## src/rtl/io_port_bank.sv

```systemverilog
// Memory-mapped bank of NUM_PORTS output latches and synchronised inputs with
// sticky per-port change flags, write-1-to-clear status and a registered read path.
module io_port_bank #(
  parameter int DATA_W    = 16,
  parameter int NUM_PORTS = 4
) (
  input  logic                          clk,
  input  logic                          rst,
  input  logic [15:0]                   io_access_addr,
  input  logic [DATA_W-1:0]             io_in,
  input  logic                          io_write_en,
  input  logic                          io_read_en,
  output logic [DATA_W-1:0]             io_out,
  input  logic [NUM_PORTS*DATA_W-1:0]   io_read_device,
  output logic [NUM_PORTS*DATA_W-1:0]   io_write_device,
  output logic                          io_irq
);

  logic       sel;
  logic [4:0] port_idx;
  logic       reg_sel;
  logic       port_ok;
  logic       wr_hit;
  logic       rd_hit;
  logic       unused_addr;

  logic [NUM_PORTS-1:0][DATA_W-1:0] out_q, out_d;
  logic [NUM_PORTS-1:0][DATA_W-1:0] s1_q, s2_q, s3_q;
  logic [NUM_PORTS-1:0]             chg_q, chg_d;
  logic [NUM_PORTS-1:0]             ien_q, ien_d;
  logic [DATA_W-1:0]                rd_q, rd_d;

  function automatic logic [DATA_W-1:0] status_word(input logic chg, input logic ien);
    logic [DATA_W-1:0] w;
    w    = '0;
    w[0] = chg;
    w[1] = ien;
    return w;
  endfunction

  assign sel         = io_access_addr[15];
  assign port_idx    = {1'b0, io_access_addr[4:1]};
  assign reg_sel     = io_access_addr[0];
  assign port_ok     = port_idx < 5'(NUM_PORTS);
  assign wr_hit      = io_write_en & sel & port_ok;
  assign rd_hit      = io_read_en & sel & port_ok;
  assign unused_addr = ^io_access_addr[14:5];

  // Reads sample pre-update state; a change detected this cycle beats a W1C clear.
  always_comb begin
    out_d = out_q;
    ien_d = ien_q;
    chg_d = chg_q;
    rd_d  = '0;
    for (int i = 0; i < NUM_PORTS; i++) begin
      if (port_idx == 5'(i)) begin
        if (wr_hit && !reg_sel) out_d[i] = io_in;
        if (wr_hit && reg_sel) begin
          ien_d[i] = io_in[1];
          if (io_in[0]) chg_d[i] = 1'b0;
        end
        if (rd_hit) rd_d = reg_sel ? status_word(chg_q[i], ien_q[i]) : s2_q[i];
      end
      if (s2_q[i] != s3_q[i]) chg_d[i] = 1'b1;
    end
  end

  always_ff @(posedge clk) begin
    if (rst) begin
      out_q <= '0;
      s1_q  <= '0;
      s2_q  <= '0;
      s3_q  <= '0;
      chg_q <= '0;
      ien_q <= '0;
      rd_q  <= '0;
    end else begin
      out_q <= out_d;
      s1_q  <= io_read_device;
      s2_q  <= s1_q;
      s3_q  <= s2_q;
      chg_q <= chg_d;
      ien_q <= ien_d;
      rd_q  <= rd_d;
    end
  end

  assign io_write_device = out_q;
  assign io_out          = rd_q;
  assign io_irq          = |(chg_q & ien_q);

endmodule

```

## config.mk

```make
export PLATFORM = sky130hd
export DESIGN_NAME = io_port_bank
export DESIGN_NICKNAME = d
export VERILOG_FILES = /design/src/rtl/io_port_bank.sv
export SDC_FILE = /design/constraint.sdc
export NUM_CORES = 1
export LEC_CHECK = 0
export CAP_MARGIN = 20
export CORE_MARGIN = 10
export CORE_UTILIZATION = 51
export DETAILED_ROUTE_END_ITERATION = 10
export PLACE_DENSITY = 0.79
export SYNTH_ARGS = -nofsm -noshare
export SYNTH_HDL_FRONTEND = slang
export SYNTH_SLANG_ARGS = --single-unit
```

## constraint.sdc

```tcl
create_clock -name clk -period 2.4 [get_ports clk]
set_input_delay 0.36 -clock clk [delete_from_list [all_inputs] [get_ports clk]]
set_output_delay 0.36 -clock clk [all_outputs]
set_load 0.02 [all_outputs]
```

Word level (Yosys, flattened, before mapping)
Index checks and enable logic that the tools add are counted.
{ "totals": {"register_bits": 280, "in_bits": 100, "output_inout_bits": 81, "word_cells": 89} }
{ "op_classes": {"order_cmp": 1, "n_eq_ne": 7, "mux": 22, "bitwise_logic": 5, "reduce_logical": 29} }
{ "op_table": {"columns": ["op", "count"], "rows": [
  ["$mux W16", 12],
  ["$ne A16 B16 Y1", 4],
  ["$reduce_bool A2 Y1", 12],
  ["$reduce_and A2 Y1", 8],
  ["$reduce_and A3 Y1", 4],
  ["$mux W1", 10],
  ["$eq A4 B2 Y1 const B", 2],
  ["$logic_not A5 Y1", 1],
  ["$and A1 B1 Y1", 4],
  ["$and A4 B4 Y4", 1],
  ["$eq A4 B1 Y1 const B", 1],
  ["$lt A4 B3 Y1 const B", 1],
  ["$reduce_or A4 Y1", 1],
  ["$logic_and A1 B1 Y1", 2],
  ["$logic_not A1 Y1", 1]
]} }

Depth between registers and ports, before layout
Gate-level depths: netlist of the first run.
{ "logic_depth": {"depth_word": 10, "ltp_mapped": 6} }

Least setup slack after synthesis of the first run
Ideal clock, no wire load.
{ "synth_timing": {"path_type": "input -> register", "from": "in io_access_addr[4]", "to": "reg out_q (netlist bit io_write_device[10])", "t_arrival_ns": 1.805, "slack_ns": 0.467, "path_stages": 6, "path_buffers": 2, "path_cell_list": "or4_1 > buf_2 > nor3_4 > buf_8 > mux2i_1 > nor2_1"} }
{ "synth_via": {"elab_chain_cells": 4, "elab_cells_between_ends": 5} }
{ "synth_rtl": {"columns": ["element", "line", "source"], "rows": [
  ["start, declared", "9", "input logic [15:0] io_access_addr,"],
  ["$lt A4 B3 Y1", "44", "assign port_ok = port_idx < 5'(NUM_PORTS);"],
  ["$and A1 B1 Y1", "45", "assign wr_hit = io_write_en & sel & port_ok;"],
  ["$logic_and A1 B1 Y1", "57", "if (wr_hit && !reg_sel) out_d[i] = io_in;"],
  ["$reduce_and A2 Y1 (no source line) *", null, null],
  ["end signal, assigned", "78", "out_q <= out_d;"],
  ["end, declared", "27", "logic [NUM_PORTS-1:0][DATA_W-1:0] out_q, out_d;"]
]} }
Every way passes the cells marked *; elsewhere a longest branch is shown, timed or not.
A chain may end at the register's enable or synchronous reset.

Worst setup path in the final report of the first run
{ "layout_timing": {"from": "reg chg_q[2]", "to": "out io_irq"} }
{ "layout_via": {"elab_chain_cells": 2} }
{ "layout_rtl": {"columns": ["element", "line", "source"], "rows": [
  ["start, declared", "29", "logic [NUM_PORTS-1:0] chg_q, chg_d;"],
  ["start signal, assigned", "82", "chg_q <= chg_d;"],
  ["$and A4 B4 Y4", "90", "assign io_irq = |(chg_q & ien_q);"],
  ["$reduce_or A4 Y1", "90", null],
  ["end, declared", "16", "output logic io_irq"]
]} }
No other way between the ends.

==> impl_metrics.csv, run 1 <==
group,metric,value,unit
status,status,"complete, no violations",
clocking,insertion_delay,0.53,ns
floorplanning,start_util,0.5192,
synthesis,synthXorXnorAreaFrac,0.05989,
clocking,ctsResizeCount,0,
cells_and_area,layout_common_cells,"dfxtp_1, nor2b_1, clkdlybuf4s50_1",
clocking,cts-root-buf,"clkbuf_16",
power,irDropWorstVdd,0.7959,mV
power,p_per_area,803.9,mW/mm^2
clocking,cts_tree,"done",
placed_design,dpl_worst_slack,0.02233,ns
worst_setup_path,start_kind,"flop",
synthesis,synth_simple_gate_area_share,0.1965,
synthesis,syn_avg_cell_area,11.12,sq um
drt,dr.pass1.iters,4,
cells_and_area,layout-drive-gt1-share,0.07081,
grt,grt_pass1_vias,6349,
drt,detail-route-antenna-nets,0,
floorplanning,core_area,0.01802,sq mm
synthesis,syn_inst,842,
worst_setup_path,cp_cell_sequence,"a22oi_1 -> nand2_1 -> clkdlybuf4s50_1",
drt,drt_iter0_markers,323,
worst_setup_path,required,2.04,ns
sta,fin_ws,0.3119,ns
clocking,post_cts_buffers,0,
worst_setup_path,crit_path_max_fanout,3,
floorplanning,dieArea,0.02417,sq mm
clocking,cts_made_buffers,27,
floorplanning,rows,49,
grt,grt-ovfl-total,0,
sta,max_freq,0.4789,GHz
cells_and_area,fin_area,0.01230,sq mm
sta,finalCritPeriodShare,0.8700,
placed_design,hpwl,14820,microns
worst_setup_path,arrival,1.73,ns
synthesis,syn_nets,942,
clocking,cts_max_path_buffers,3,
worst_setup_path,crit_type,"reg -> out",
sta,relSlewSlack,0.3705,
drt,wire_per_inst,16.60,microns
floorplanning,fp.dieH,155.5,microns
drt,post-route-drc-count,0,
worst_setup_path,slowest_delay,0.56,ns
placed_design,post_dp_cell_area,0.01134,sq mm
worst_hold_path,hp-class,"in -> reg",
cells_and_area,final_net_count,1111,
worst_setup_path,worst_setup_path_end_kind,"primary output",
synthesis,yosysSeqAreaShare,0.5989,
synthesis,ys_seq_elements,280,
cells_and_area,n_antenna_cell,0,
synthesis,yosysWarnings,0,
clocking,path_clk_slew,0.07,ns
placed_design,portBuffers,170,
sta,layout_min_cycle_time,2.088,ns
synthesis,synth_cell_types,37,
worst_setup_path,cp_slowest_cell,"clkdlybuf4s50_1",
sta,fin_worst_skew,0.01333,ns
cells_and_area,mostFrequentLayoutCell,"dfxtp_1",
floorplanning,die_w,155.5,microns
floorplanning,ios,181,
sta,rsz0062_at_grt,"false",
synthesis,muxShareOfSynthArea,0.08289,
sta,hold_slack,0.1751,ns
grt,antenna_found_initial,0,
flow_run,maxCapViolCount,0,
drt,num_vias,6166,
placed_design,gp_congestion,0.8467,
sta,worst_pin_slew,0.9423,ns
synthesis,synth_compound_area_frac,0.03877,
sta,setup_viol,0,
sta,final_max_slew_viol_count,0,
grt,grt_start_max_net_pins,129,
clocking,htreeDepth,1,
synthesis,synthAdderAreaFrac,0,
sta,hold_viol,0,
cells_and_area,syn_to_final_growth,31.43,%
drt,drt_wl_total,20920,microns
cells_and_area,utilization,0.6824,
sta,setup_tns,0,ns
clocking,hold_buffers,0,
power,p_leak,4.444,nW
synthesis,synth_top_family_by_area,"simple AND/OR/NAND/NOR gates",
grt,grt_pass1_wl,33530,microns
drt,viasPerCell,4.894,
synthesis,syn-cell-area,0.009359,sq mm
grt,grt_use_total,0.1698,
clocking,cts_sinks,280,
[power by group]
| part | internal, mW | switching (mW) |
|---|---|---|
| clock network | 2.76 | 1.71 |
| registers | 4.79 | 0.0766 |
| logic | 0.311 | 0.243 |
[logic make-up (layout without fill, tap and decap cells)]
| kind of cell | after synthesis | count (layout) |
|---|---|---|
| buffers and inverters | 49 | 238 |
| muxes | 75 | 75 |
| DFF | 280 | 280 |
| AOI/OAI and AO/OA | 55 | 55 |
| and+or+nand+nor | 319 | 319 |
| xor gates and xnor gates | 64 | 64 |
[area by class of cell]
cell class	count	area [sq um]
Tap cell	229	286.5
Clock inverter	13	197.7
Clock buffer	36	759.5
Fill cell	1356	5724
Inverter	2	7.507
Multi-Input combinational cell	513	3538
Timing Repair Buffer	187	1906
Sequential cell	280	5605
[registers in the layout, summed over array words and instances, names as in the netlist]
register,cells
s3_q,64
s1_q,64
s2_q,64
io_write_device,64
chg_q,4
io_out,16
ien_q,4
[synth_stat cells]
master | instances | area share
a2111oi_0 | 1 | 0.00094
a21oi_1 | 4 | 0.0021
a22o_1 | 13 | 0.012
a22oi_1 | 2 | 0.0016
a31oi_1 | 2 | 0.0013
buf_2 | 4 | 0.0021
buf_4 | 4 | 0.0032
buf_8 | 1 | 0.0016
clkbuf_1 | 38 | 0.015
dfxtp_1 | 280 | 0.60
inv_1 | 2 | 0.00080
mux2i_1 | 73 | 0.078
mux4_2 | 2 | 0.0048
nand2_1 | 16 | 0.0064
nand3b_1 | 1 | 0.00080
nand4_1 | 16 | 0.011
nor2_1 | 72 | 0.029
nor2_4 | 1 | 0.0012
nor2b_1 | 193 | 0.13
nor3_1 | 2 | 0.0011
nor3_2 | 1 | 0.0011
nor3_4 | 2 | 0.0035
nor3b_2 | 1 | 0.0013
nor4_1 | 6 | 0.0040
nor4_4 | 1 | 0.0023
o21ai_0 | 15 | 0.0080
o22a_1 | 1 | 0.00094
o22ai_1 | 15 | 0.010
o31ai_1 | 2 | 0.0016
or2_1 | 1 | 0.00067
or3_1 | 1 | 0.00067
or3b_1 | 1 | 0.00094
or3b_2 | 1 | 0.00094
or3b_4 | 1 | 0.0012
or4_1 | 1 | 0.00080
or4b_1 | 1 | 0.0011
xnor2_1 | 64 | 0.060
[path summary, 6_finish.rpt]
path / start / end / slack (ns) / cells after the start
setup / recovery: chg_q[2] / io_irq / 0.31 / 3
hold reg to reg: s1_q[24] / s2_q[24] / 0.44 / 1
hold / removal: rst / io_out[0] / 0.18 / 3
setup reg to reg: s2_q[21] / chg_q[1] / 0.97 / 4
[routing by layer]
layer | global-route usage | wire, microns | vias up
met5 | 0 | 0 | -
met4 | 0.04813 | 414 | 0
met3 | 0.03832 | 1305 | 29
met2 | 0.2877 | 10200 | 158
met1 | 0.2117 | 8997 | 2893
li1 | - | - | 3086
[stage by stage]
step                      cells  total power, mW
after floorplan             842            5.245
after global placement     1211            5.506
after detailed placement   1211            5.517
after CTS                  1260            9.972
after global routing       1260            10.24
final                      1260            9.889
[worst max-delay path, delay by kind of cell, from the launching register on]
family | cells | cell delay [ns]
buffers and inverters | 1 | 0.56
flip-flops | 1 | 0.33
AO/OA/AOI/OAI | 1 | 0.19
AND/OR/NAND/NOR | 1 | 0.12
No activity file was read; power rests on OpenSTA's default activity.
==> run 2: changes to the inputs <==
Settings changed: CORE_UTILIZATION 51 to 55, PLACE_DENSITY 0.79 to 0.84.
Clock period 2.4 ns to 2.45 ns, I/O delays scaled along.
==> impl_metrics.csv, run 2 (synthesis results as in run 1) <==
group,metric,value,unit
clocking,htreeDepth,1,
sta,finalCritPeriodShare,0.8532,
floorplanning,core_area,0.01664,sq mm
floorplanning,die_w,150.4,microns
sta,worst_pin_slew,0.9215,ns
status,status,"complete, no violations",
cells_and_area,mostFrequentLayoutCell,"dfxtp_1",
power,irDropWorstVdd,0.5449,mV
floorplanning,dieArea,0.02263,sq mm
power,fin_total_pwr,9.555,mW
placed_design,dpl_worst_slack,0.06282,ns
worst_hold_path,hold_start,"rst",
worst_hold_path,min_to,"io_write_device[16]",
worst_setup_path,start_kind,"flop",
drt,num_vias,6259,
clocking,hold_buffers,0,
clocking,insertion_delay,0.53,ns
drt,post-route-drc-count,0,
sta,hold_slack,0.2909,ns
drt,drt_iter0_markers,437,
power,p_per_area,780.8,mW/mm^2
drt,detail-route-antenna-nets,0,
floorplanning,fp.dieH,150.4,microns
cells_and_area,utilization,0.7354,
worst_setup_path,reg2regPathDepth,4,
cells_and_area,layout-drive-gt1-share,0.07191,
placed_design,gp_congestion,0.8904,
cells_and_area,n_antenna_cell,0,
cells_and_area,layout_common_cells,"dfxtp_1, nor2b_1, clkdlybuf4s50_1",
sta,relSlewSlack,0.3844,
clocking,cts_tree,"done",
sta,setup_tns,0,ns
drt,wire_per_inst,17.07,microns
clocking,post_cts_buffers,0,
grt,grt_use_total,0.1847,
drt,dr.pass1.iters,5,
cells_and_area,syn_to_final_growth,30.76,%
worst_setup_path,ff2ff_setup_slack,1.06,ns
worst_setup_path,worst_setup_path_end_kind,"primary output",
floorplanning,ios,181,
worst_hold_path,hp-class,"in -> reg",
grt,grt_pass1_wl,33870,microns
grt,antenna_found_initial,0,
clocking,cts-root-buf,"clkbuf_16",
clocking,ctsResizeCount,0,
clocking,cts_max_path_buffers,3,
placed_design,post_dp_cell_area,0.01130,sq mm
sta,rsz0062_at_grt,"false",
cells_and_area,final_net_count,1108,
clocking,cts_sinks,280,
grt,grt_start_max_net_pins,130,
cells_and_area,fin_area,0.01224,sq mm
cells_and_area,fillers,1139,
sta,layout_min_cycle_time,2.090,ns
grt,grt_pass1_vias,6426,
worst_setup_path,crit_type,"reg -> out",
placed_design,post-place-cells,1199,
sta,setup_viol,0,
worst_setup_path,critPathLaunch,"chg_q[3]",
sta,max_freq,0.4784,GHz
placed_design,hpwl,14660,microns
worst_setup_path,required,2.08,ns
power,p_leak,4.412,nW
placed_design,portBuffers,170,
drt,viasPerCell,5.011,
flow_run,maxCapViolCount,0,
grt,grt-ovfl-total,0,
floorplanning,rows,47,
sta,fin_worst_skew,0.009079,ns
drt,drt_wl_total,21320,microns
cells_and_area,final_cells,1249,
floorplanning,start_util,0.5624,
clocking,path_clk_slew,0.06,ns
worst_setup_path,arrival,1.72,ns
worst_setup_path,regToRegEndpoint,"chg_q[3]",
worst_setup_path,crit_path_max_fanout,3,
clocking,cts_made_buffers,27,
worst_hold_path,holdPathStages,2,
sta,fin_ws,0.3597,ns
worst_setup_path,reg2reg_from,"s2_q[52]",
sta,final_max_slew_viol_count,0,
sta,hold_viol,0,
## run 2: cell types whose count changed in the layout (fill, tap and decap cells not counted), sizes merged
cell	previous run	this run
clkinvlp	0	3
bufinv	5	3
buf	18	15
clkbuf	36	35
clkinv	7	8
## run 2: worst max-delay path: stages, from the launching register on
cell and delay [ns]:
dfxtp_1 0.37, a22oi_1 0.10, nand2_1 0.10, clkdlybuf4s50_1 0.62
## run 2: worst max path at each step
stage | cells after the start | to | slack, ns
2_1_floorplan | 6 | io_write_device[10] | 0.51
3_3_place_gp | 6 | io_out[6] | 0.11
3_5_place_dp | 6 | io_out[6] | 0.06
4_1_cts | 3 | io_irq | 0.36
5_1_grt | 3 | io_irq | 0.27
6_report | 3 | io_irq | 0.36
## run 2: area by class of cell
class                   count  area [sq um]  share of cell area
clock buffers              35         775.7             0.06339
well taps                 220         275.3             0.02249
multi-input cells         513          3538              0.2891
inverters                   2         7.507           0.0006134
repair buffers            184          1871              0.1528
clock inverters            15         165.2             0.01350
flip-flops and latches    280          5605              0.4580
## run 2: routing by layer
metal | global-route usage | part of all wire
met3 | 0.03451 | 0.055
met4 | 0.05879 | 0.031
met1 | 0.2294 | 0.42
met5 | 0 | 0
met2 | 0.3168 | 0.50
## run 2: report_power, final
part | internal [mW] | switching (mW)
sequential | 4.69 | 0.0778
combinational | 0.300 | 0.239
clock | 2.55 | 1.70
